File: src/rtl/pht_ctrl.sv
// pht_ctrl: single-port PHT arbiter (fetch reads, queued counter updates, clear).
// Ports: clk/reset_i, fetch req/addr/grant, update valid/addr/taken/ready,
//   flush_i, pht_op_o/pht_addr_o/pht_inc_o command, busy_o, upd_count_o.
`timescale 1ns/1ps
module pht_ctrl #(
   parameter int NUM_GHR_BITS = 5,
   parameter int UPD_DEPTH    = 4
) (
   input  logic                        clk,
   input  logic                        reset_i,
   input  logic                        fetch_req_i,
   input  logic [NUM_GHR_BITS-1:0]     fetch_addr_i,
   output logic                        fetch_grant_o,
   input  logic                        update_valid_i,
   input  logic [NUM_GHR_BITS-1:0]     update_addr_i,
   input  logic                        update_taken_i,
   output logic                        update_ready_o,
   input  logic                        flush_i,
   output logic [1:0]                  pht_op_o,
   output logic [NUM_GHR_BITS-1:0]     pht_addr_o,
   output logic                        pht_inc_o,
   output logic                        busy_o,
   output logic [$clog2(UPD_DEPTH):0]  upd_count_o
);

   localparam int PW = $clog2(UPD_DEPTH);
   localparam int CW = PW + 1;
   localparam logic [CW-1:0] FULL_C = CW'(UPD_DEPTH);
   localparam logic [NUM_GHR_BITS-1:0] LAST_C = '1;

   typedef enum logic {S_IDLE, S_CLEAR} state_t;
   typedef enum logic [1:0] {
      OP_NONE = 2'b00,
      OP_READ = 2'b01,
      OP_UPD  = 2'b10,
      OP_CLR  = 2'b11
   } op_t;

   state_t state_q, state_d;
   logic [NUM_GHR_BITS-1:0] clr_ptr_q, clr_ptr_d;

   logic [NUM_GHR_BITS-1:0] q_addr [UPD_DEPTH];
   logic                    q_taken [UPD_DEPTH];
   logic [PW-1:0]           head_q, tail_q;
   logic [CW-1:0]           count_q;

   logic full, empty, pop, push;

   assign upd_count_o = count_q;

   always_comb begin
      full           = (count_q == FULL_C);
      empty          = (count_q == '0);
      state_d        = state_q;
      clr_ptr_d      = clr_ptr_q;
      fetch_grant_o  = 1'b0;
      update_ready_o = 1'b0;
      busy_o         = 1'b0;
      pht_op_o       = OP_NONE;
      pht_addr_o     = '0;
      pht_inc_o      = 1'b0;
      pop            = 1'b0;
      push           = 1'b0;
      unique case (state_q)
         S_CLEAR: begin
            busy_o     = 1'b1;
            pht_op_o   = OP_CLR;
            pht_addr_o = clr_ptr_q;
            clr_ptr_d  = clr_ptr_q + 1'b1;
            if (clr_ptr_q == LAST_C) state_d = S_IDLE;
         end
         default: begin
            update_ready_o = !full;
            // the accepted entry lands in storage at the edge, so it
            // can never be the head driven this same cycle
            push = update_valid_i && !full;
            unique case (1'b1)
               full: begin
                  pop        = 1'b1;
                  pht_op_o   = OP_UPD;
                  pht_addr_o = q_addr[head_q];
                  pht_inc_o  = q_taken[head_q];
               end
               (!full && fetch_req_i): begin
                  fetch_grant_o = 1'b1;
                  pht_op_o      = OP_READ;
                  pht_addr_o    = fetch_addr_i;
               end
               (!full && !fetch_req_i && !empty): begin
                  pop        = 1'b1;
                  pht_op_o   = OP_UPD;
                  pht_addr_o = q_addr[head_q];
                  pht_inc_o  = q_taken[head_q];
               end
               default: ;
            endcase
         end
      endcase
      // flush restarts the sweep and drops any update offered this edge;
      // the command issued this cycle still goes out
      if (flush_i) begin
         state_d   = S_CLEAR;
         clr_ptr_d = '0;
         push      = 1'b0;
      end
   end

   always_ff @(posedge clk) begin
      if (reset_i) begin
         state_q   <= S_CLEAR;
         clr_ptr_q <= '0;
         head_q    <= '0;
         tail_q    <= '0;
         count_q   <= '0;
      end else begin
         state_q   <= state_d;
         clr_ptr_q <= clr_ptr_d;
         if (flush_i) begin
            head_q  <= '0;
            tail_q  <= '0;
            count_q <= '0;
         end else begin
            if (pop)  head_q <= head_q + 1'b1;
            if (push) tail_q <= tail_q + 1'b1;
            if (push && !pop)      count_q <= count_q + 1'b1;
            else if (pop && !push) count_q <= count_q - 1'b1;
         end
      end
   end

   always_ff @(posedge clk) begin
      if (push) begin
         q_addr[tail_q]  <= update_addr_i;
         q_taken[tail_q] <= update_taken_i;
      end
   end

endmodule

File: config.mk
export PLATFORM = sky130hd
export DESIGN_NAME = pht_ctrl
export DESIGN_NICKNAME = d
export VERILOG_FILES = /design/src/rtl/pht_ctrl.sv
export SDC_FILE = /design/constraint.sdc
export NUM_CORES = 1
export LEC_CHECK = 0
export CORE_ASPECT_RATIO = 0.5
export CORE_MARGIN = 2
export CORE_UTILIZATION = 56
export DETAILED_ROUTE_END_ITERATION = 10
export PLACE_DENSITY = 0.84
export SLEW_MARGIN = 20
export SYNTH_ARGS = -nofsm -noshare
export SYNTH_HDL_FRONTEND = slang
export SYNTH_SLANG_ARGS = --single-unit
File: constraint.sdc
create_clock -name clk -period 5.7 [get_ports clk]
set_input_delay 1.425 -clock clk [delete_from_list [all_inputs] [get_ports clk]]
set_output_delay 1.425 -clock clk [all_outputs]
set_load 0.02 [all_outputs]
# --- Word-level counts from Yosys, hierarchy flattened ---
# Memories as Yosys holds them, arrays and structs flattened. A register that Yosys moved wholly into a read port is not among the register bits.
# Cells that the tools add are included.
word_totals:
  reg_bits: 13
  inputBits: 16
  output_inout_bits: 14
  ramBits: 24
  memories: 2
  elab_cells: 53
classes:
  muxes: 24
  n_eq_ne: 2
  add_sub_neg: 5
  reduce_logical: 15
mem_list:
  columns: ["memory", "depth", "width", "read_ports", "rd_ports_with_merged_regs", "write_ports", "line", "rtl"]
  rows:
  - ["q_addr", 4, 5, 1, 1, 1, "42", "logic [NUM_GHR_BITS-1:0] q_addr [UPD_DEPTH];"]
  - ["q_taken", 4, 1, 1, 1, 1, "43", "logic q_taken [UPD_DEPTH];"]
op_table:
  columns: ["cell", "n"]
  rows:
  - ["1-bit two-way mux", 14]
  - ["2-bit two-way mux", 5]
  - ["5-bit case mux with 2 select lines", 1]
  - ["1-bit logical AND", 6]
  - ["3-bit two-way mux", 2]
  - ["5-bit by 1-bit adder with 5-bit output, second input constant", 1]
  - ["5-bit equality test, second input constant", 1]
  - ["1-bit logical NOT", 5]
  - ["5-bit two-way mux", 1]
  - ["2-bit by 1-bit adder with 2-bit output, second input constant", 2]
  - ["2-bit case mux with 2 select lines", 1]
  - ["2-bit OR reduction", 2]
  - ["3-bit by 1-bit adder with 3-bit output, second input constant", 1]
  - ["3-bit equality test, second input constant", 1]
  - ["3-bit logical NOT", 1]
  - ["3-bit by 1-bit subtractor with 3-bit output, second input constant", 1]
  - ["2-bit nonzero test", 1]

# --- Depth between registers and ports, before layout ---
# Gate-level depths: netlist (run 1).
depth:
  word_depth: 10
  depth_mapped: 9
  mapped_depth_nobuf: 8

# --- Worst setup path after synthesis (run 1) ---
# OpenSTA, ideal clock, no wires.
synth_path:
  path_type: "input -> output"
  from: "in fetch_req_i"
  to: "out pht_addr_o[1]"
  stages: 3
  arrival_time_ns: 2.111
  n_path_buf: 0
  t_required_ns: 4.275
  setup_slack_ns: 2.164
  path_cell_list: "o21ai_1 -> nand3_1 -> o21ai_1"
synth_between:
  elab_chain_len: 6
  word_cells_on_any_way: 7
  classes_between: "mux: 2; reduce/logical: 5"
synth_rtl:
  columns: ["item", "line", "rtl"]
  rows:
  - ["start, declared", "11", "input logic fetch_req_i,"]
  - ["1-bit logical NOT", "89", "(!full && !fetch_req_i && !empty): begin"]
  - ["1-bit logical AND (2 in series)", "89", null]
  - ["2-bit OR reduction (no line)", null, null]
  - ["5-bit case mux with 2 select lines *", "77", "unique case (1'b1)"]
  - ["5-bit two-way mux *", "64", "unique case (state_q)"]
  - ["end, declared", "20", "output logic [NUM_GHR_BITS-1:0] pht_addr_o,"]
# Mark *: on every way between the ends. The rest lies on a longest branch, timed or not.

# --- Worst setup path in the final report (run 1) ---
# Ends and elaborated chain as after synthesis.

==> results of run 1 <==
[cell usage in the layout (no fill, tap or decap), types with 6 or more instances in the layout]
cell type / netlist / routed
clkdlybuf4s50_1: 0 / 29
edfxtp_1: 24 / 24
dfxtp_1: 15 / 15
nor2_1: 9 / 9
nand2_1: 8 / 8
ha_1: 7 / 7
mux4_2: 6 / 6
nand4_1: 6 / 6
[where the power goes]
part	internal [mW]	switching [mW]	total, mW
Combinational	0.0124	0.00772	0.0201
Sequential	0.299	0.000809	0.300
Clock	0.128	0.0925	0.220
[sequential cells by signal (all words and copies together), names as in the netlist, named ones only]
register	count
q_addr	20
upd_count_o	3
q_taken	4
state_q	1
clr_ptr_q	5
head_q	2
tail_q	2
[final timing paths]
| path | from | to | slack [ps] | cells after the start |
|---|---|---|---|---|
| max | fetch_req_i | pht_addr_o[1] | 1080 | 5 |
| min | head_q[1] | head_q[1] | 500 | 2 |
| max reg2reg | state_q | upd_count_o[2] | 2940 | 8 |
| min reg2reg | head_q[1] | head_q[1] | 500 | 2 |
[critical path, cell delays in order]
cell             delay, ps
clkdlybuf4s50_1        570
nor2b_1                310
a32oi_1                150
o21ai_1                110
clkdlybuf4s50_1        610
[cells by family (layout without fill, tap and decap cells)]
family	Yosys count	in the layout	synth area share (%)
XOR/XNOR	5	5	2.470
adder cells (fa/ha/maj)	8	8	6.069
AO/OA/AOI/OAI	18	18	6.069
AND/OR/NAND/NOR	47	47	15.31
flip-flops	39	39	57.59
buffers and inverters	11	42	2.611
multiplexers	10	10	9.880
[area by class of cell]
type	count	area share, %
multi-input cells	88	32.14
clock inverters	2	1.709
clock buffers	5	3.134
inverters	6	1.026
well taps	40	2.279
flip-flops and latches	39	46.50
repair buffers	29	13.22
[per-stage QoR]
stage                     total power, mW  setup WS (ps)  utilization [%]
after global routing               0.5588          995.5            72.88
after global placement             0.3259           1135            69.35
after detailed placement           0.3266           1098            69.35
final                              0.5404           1083            72.88
after floorplan                    0.3116           2164                -
after CTS                          0.5461           1088            72.88
[routing by layer]
metal  vias up  track usage (%)  part of all wire (%)
li1        574                -                     -
met1       547            25.63                    49
met2        28            31.20                    46
met3         5            5.905                   4.2
met4         0            8.065                   1.3
met5         -                0                     0
==> results.yml, run 1 <==
run_status:
  run_status: "finished clean"
logic_synthesis:
  netlist_top_cells_area: "edfxtp_1 (41%), dfxtp_1 (17%), mux4_2 (7.6%), ha_1 (4.9%), mux2i_1 (2.3%)"
  synth_edf_count: 24
  yosysTopAreaCell: "edfxtp_1"
  syn_inst: 138
  syn_nets: 162
  avgSynthCellArea_um2: 12.85
  syn_area_um2: 1773
  synth_top_area_share_pct: 40.65
  ys_warn_count: 0
  ys.flop_type: "edfxtp_1"
  synth_most_common_cell: "edfxtp_1"
  yosysSeqAreaShare_pct: 57.59
  ys_async_sr_fraction_pct: 0
  yosys_register_bits: 39
  synthTopCellsByCount: "edfxtp_1 (24), dfxtp_1 (15), nor2_1 (9), nand2_1 (8), ha_1 (7)"
  synth.distinct_cells: 34
grt:
  grt_max_degree: 20
  antenna_found_initial: 0
  grt_pass1_wl_mm: 5.202
  overflow: 0
  grt_pass1_vias: 1105
  track_usage_pct: 19.49
sta:
  drv_slew: 0
  relSlewSlack_pct: 52.38
  period_needed_ps: 4617
  max_freq_ghz: 0.2166
  finalHoldViolCount: 0
  setup_tns_ps: 0
  timing.hold.ws_ps: 496.3
  rsz0062_at_grt: "no"
  tightest_slew_ps: 713.3
  timing.final.crit_share_pct: 81.00
  finalSetupViolCount: 0
  fin_skew_ps: 3.724
floorplan:
  core_area_um2: 3013
  rows: 14
  die_w_um: 83.58
  die_area_um2: 3659
  io_pins: 30
  start_util_pct: 58.85
  dieHeight_um: 43.79
job:
  cap_viol_max_count: 0
clocking:
  clkTransAtPathRegs_ps: 70
  cts_buffer_depth: 2
  h-tree-depth: 2
  post_cts_buffers: 0
  cts_root_buffer: "clkbuf_8"
  numCtsBuffers: 5
  cts_resized: 0
  cts_tree: "yes"
  numClockSinks: 39
  clock_latency_ps: 290
  hold_buffers: 0
detailed_routing:
  drc: 0
  vias: 1154
  drtAntennaViolNets: 0
  routed_wl_mm: 3.253
  drt-initial-drc-count: 36
  dr.pass1.iters: 3
  wire_per_inst_um: 15.56
  avgViaCountPerCell: 5.522
setup_path:
  crit_type: "input port to output port"
  worstPathMaxFanout: 5
  endpoint_kind: "output port"
  arrival_ps: 3190
  worst_setup_path_start_kind: "input port"
  required_ps: 4280
placed_design:
  port_buffers: 29
  place_congestion: 0.8255
  numPlacedInstances: 202
  placed_cell_area_um2: 2090
  place_hpwl_mm: 2.387
finish:
  regArea_um2: 1021
  fin_area_um2: 2196
  nNetsFinal: 193
  antenna_cells: 0
  syn_to_final_growth_pct: 23.85
  multi_input_area_um2: 705.7
  fin_cells: 209
  fillCellCount: 204
  drive_above_1_share_pct: 11.24
pwr:
  power_per_cell_area_nw_per_um2: 246.1
  peakVddDrop_v: 0.0001846
  p_leak_nw: 0.7780
hold_path:
  holdCritPathClass: "flip-flop to flip-flop"
No activity file was read; power rests on OpenSTA's default activity.
==> inputs of run 2 (changes only) <==
--- a/config.mk
+++ b/config.mk
@@ -7,9 +7,9 @@
 export LEC_CHECK = 0
 export CORE_ASPECT_RATIO = 0.5
 export CORE_MARGIN = 2
-export CORE_UTILIZATION = 56
+export CORE_UTILIZATION = 47
 export DETAILED_ROUTE_END_ITERATION = 10
-export PLACE_DENSITY = 0.84
+export PLACE_DENSITY = 0.75
 export SLEW_MARGIN = 20
 export SYNTH_ARGS = -nofsm -noshare
 export SYNTH_HDL_FRONTEND = slang
==> constraint.sdc (replaced) <==
create_clock -name clk -period 4.1 [get_ports clk]
set_input_delay 1.025 -clock clk [delete_from_list [all_inputs] [get_ports clk]]
set_output_delay 1.025 -clock clk [all_outputs]
set_load 0.02 [all_outputs]
==> run 2 against run 1 <==
Utilization is 11 points lower. Sequential share of layout area is 0.079 points lower. Die area is 18% higher. Clock power is 17% higher. Largest cell class unchanged. Largest power group unchanged.
==> results.yml, run 2 (synthesis gave the netlist of run 1 again) <==
run_status:
  run_status: "finished clean"
clocking:
  hold_buffers: 0
  clock_latency_ps: 290
  clkTransAtPathRegs_ps: 80
  cts_buffer_depth: 2
  cts_tree: "yes"
  post_cts_buffers: 0
  numCtsBuffers: 5
  cts_root_buffer: "clkbuf_8"
  h-tree-depth: 2
  numClockSinks: 39
  cts_resized: 0
sta:
  timing.hold.ws_ps: 497.3
  finalHoldViolCount: 0
  tightest_slew_ps: 441.2
  drv_slew: 0
  max_freq_ghz: 0.2656
  rsz0062_at_grt: "no"
  finalSetupViolCount: 0
  period_needed_ps: 3765
  fin_skew_ps: 5.162
  timing.final.crit_share_pct: 91.83
  relSlewSlack_pct: 70.46
  setup_tns_ps: 0
floorplan:
  die_w_um: 90.86
  io_pins: 30
  rows: 15
  die_area_um2: 4309
  core_area_um2: 3528
  dieHeight_um: 47.43
  start_util_pct: 50.25
finish:
  reg.largest.list: "q_addr x20, clr_ptr_q x5, q_taken x4"
  final_cell_mix: "clkdlybuf4s50_1 (29), edfxtp_1 (24), dfxtp_1 (15)"
  fin_area_um2: 2200
  postLayoutCoreUtil_pct: 62.34
  nNetsFinal: 194
  final_common_cell: "clkdlybuf4s50_1"
  top_register: "q_addr"
  largest_reg_flops: 20
  syn_to_final_growth_pct: 24.06
  drive_above_1_share_pct: 12.28
  antenna_cells: 0
hold_path:
  holdCritPathClass: "flip-flop to flip-flop"
grt:
  grt_max_degree: 19
  overflow: 0
  grt_pass1_wl_mm: 5.181
  antenna_found_initial: 0
  grt_pass1_vias: 1037
  track_usage_pct: 16.83
detailed_routing:
  vias: 1162
  drc: 0
  dr.pass1.iters: 4
  drtAntennaViolNets: 0
  avgViaCountPerCell: 5.234
  drt-initial-drc-count: 19
  met3_length_um: 161
  routed.top_layer: "met4"
  wl_met1_mm: 1.658
  dr_wl_met2_mm: 1.416
  wire_per_inst_um: 14.81
  routed_wl_mm: 3.287
placed_design:
  port_buffers: 29
  place_hpwl_mm: 2.417
  place_congestion: 0.7813
  placed_cell_area_um2: 2111
pwr:
  peakVddDrop_v: 0.0001779
  combPwrFrac_pct: 4.0
  pwr-share-seq_pct: 59.4
  power.switching_mw: 0.1510
  p_leak_nw: 0.7720
  p_sw_share_pct: 21.50
  p_int_mw: 0.5513
  p_clk_share_pct: 36.7
  power_per_cell_area_nw_per_um2: 319.3
setup_path:
  required_ps: 3070
  crit_type: "input port to output port"
  worstPathMaxFanout: 5
  worst_setup_path_start_kind: "input port"
  endpoint_kind: "output port"
  arrival_ps: 2740
job:
  cap_viol_max_count: 0
[run 2: cell types whose count changed in the layout (fill, tap and decap cells not counted), sizes merged]
cell and delta:
clkinvlp +1, buf +1, bufinv -1, clkinv +1
[run 2: critical path, cell delays in order]
cell             delay, ps
clkdlybuf4s50_1        540
nor2b_1                320
a32oi_1                150
o21ai_1                 90
clkdlybuf4s50_1        620
[run 2: worst paths after layout]
path                          to  slack [ps]  cells past startpoint            from
setup / recovery   pht_addr_o[1]         330                      5     fetch_req_i
hold / removal         head_q[1]         500                      2       head_q[1]
setup reg to reg  upd_count_o[2]        1630                      8  upd_count_o[0]
hold reg to reg        head_q[1]         500                      2       head_q[1]
[run 2: area by class of cell]
class / instances / area [um2]
multi-input cells: 88 / 705.7
inverters: 6 / 22.52
well taps: 51 / 63.81
clock inverters: 3 / 20.02
repair buffers: 30 / 297.8
fillers: 289 / 1329
flip-flops and latches: 39 / 1021
clock buffers: 5 / 68.82
[run 2: stage by stage]
stage                     worst slack [ps]  instances  power [mW]
after floorplan                       1364        138      0.4332
after global placement               354.5        214      0.4535
after detailed placement             352.5        214      0.4539
after CTS                            329.0        222      0.7098
after global routing                 154.1        222      0.7259
final                                334.8        222      0.7024
[run 2: metal layers]
metal	GRT usage, %	up-vias
li1	-	577
met4	7.273	0
met5	0	-
met1	23.42	551
met2	25.37	27
met3	5.197	7
[run 2: power groups by stage]
| stage | Clock, mW | Sequential, mW | Combinational [mW] |
|---|---|---|---|
| finish | 0.257 | 0.417 | 0.0279 |
| global route | 0.278 | 0.417 | 0.0303 |
| CTS | 0.265 | 0.417 | 0.0280 |
| detailed placement | 0 | 0.426 | 0.0279 |
| global placement | 0 | 0.426 | 0.0275 |
| floorplan | 0 | 0.426 | 0.00732 |
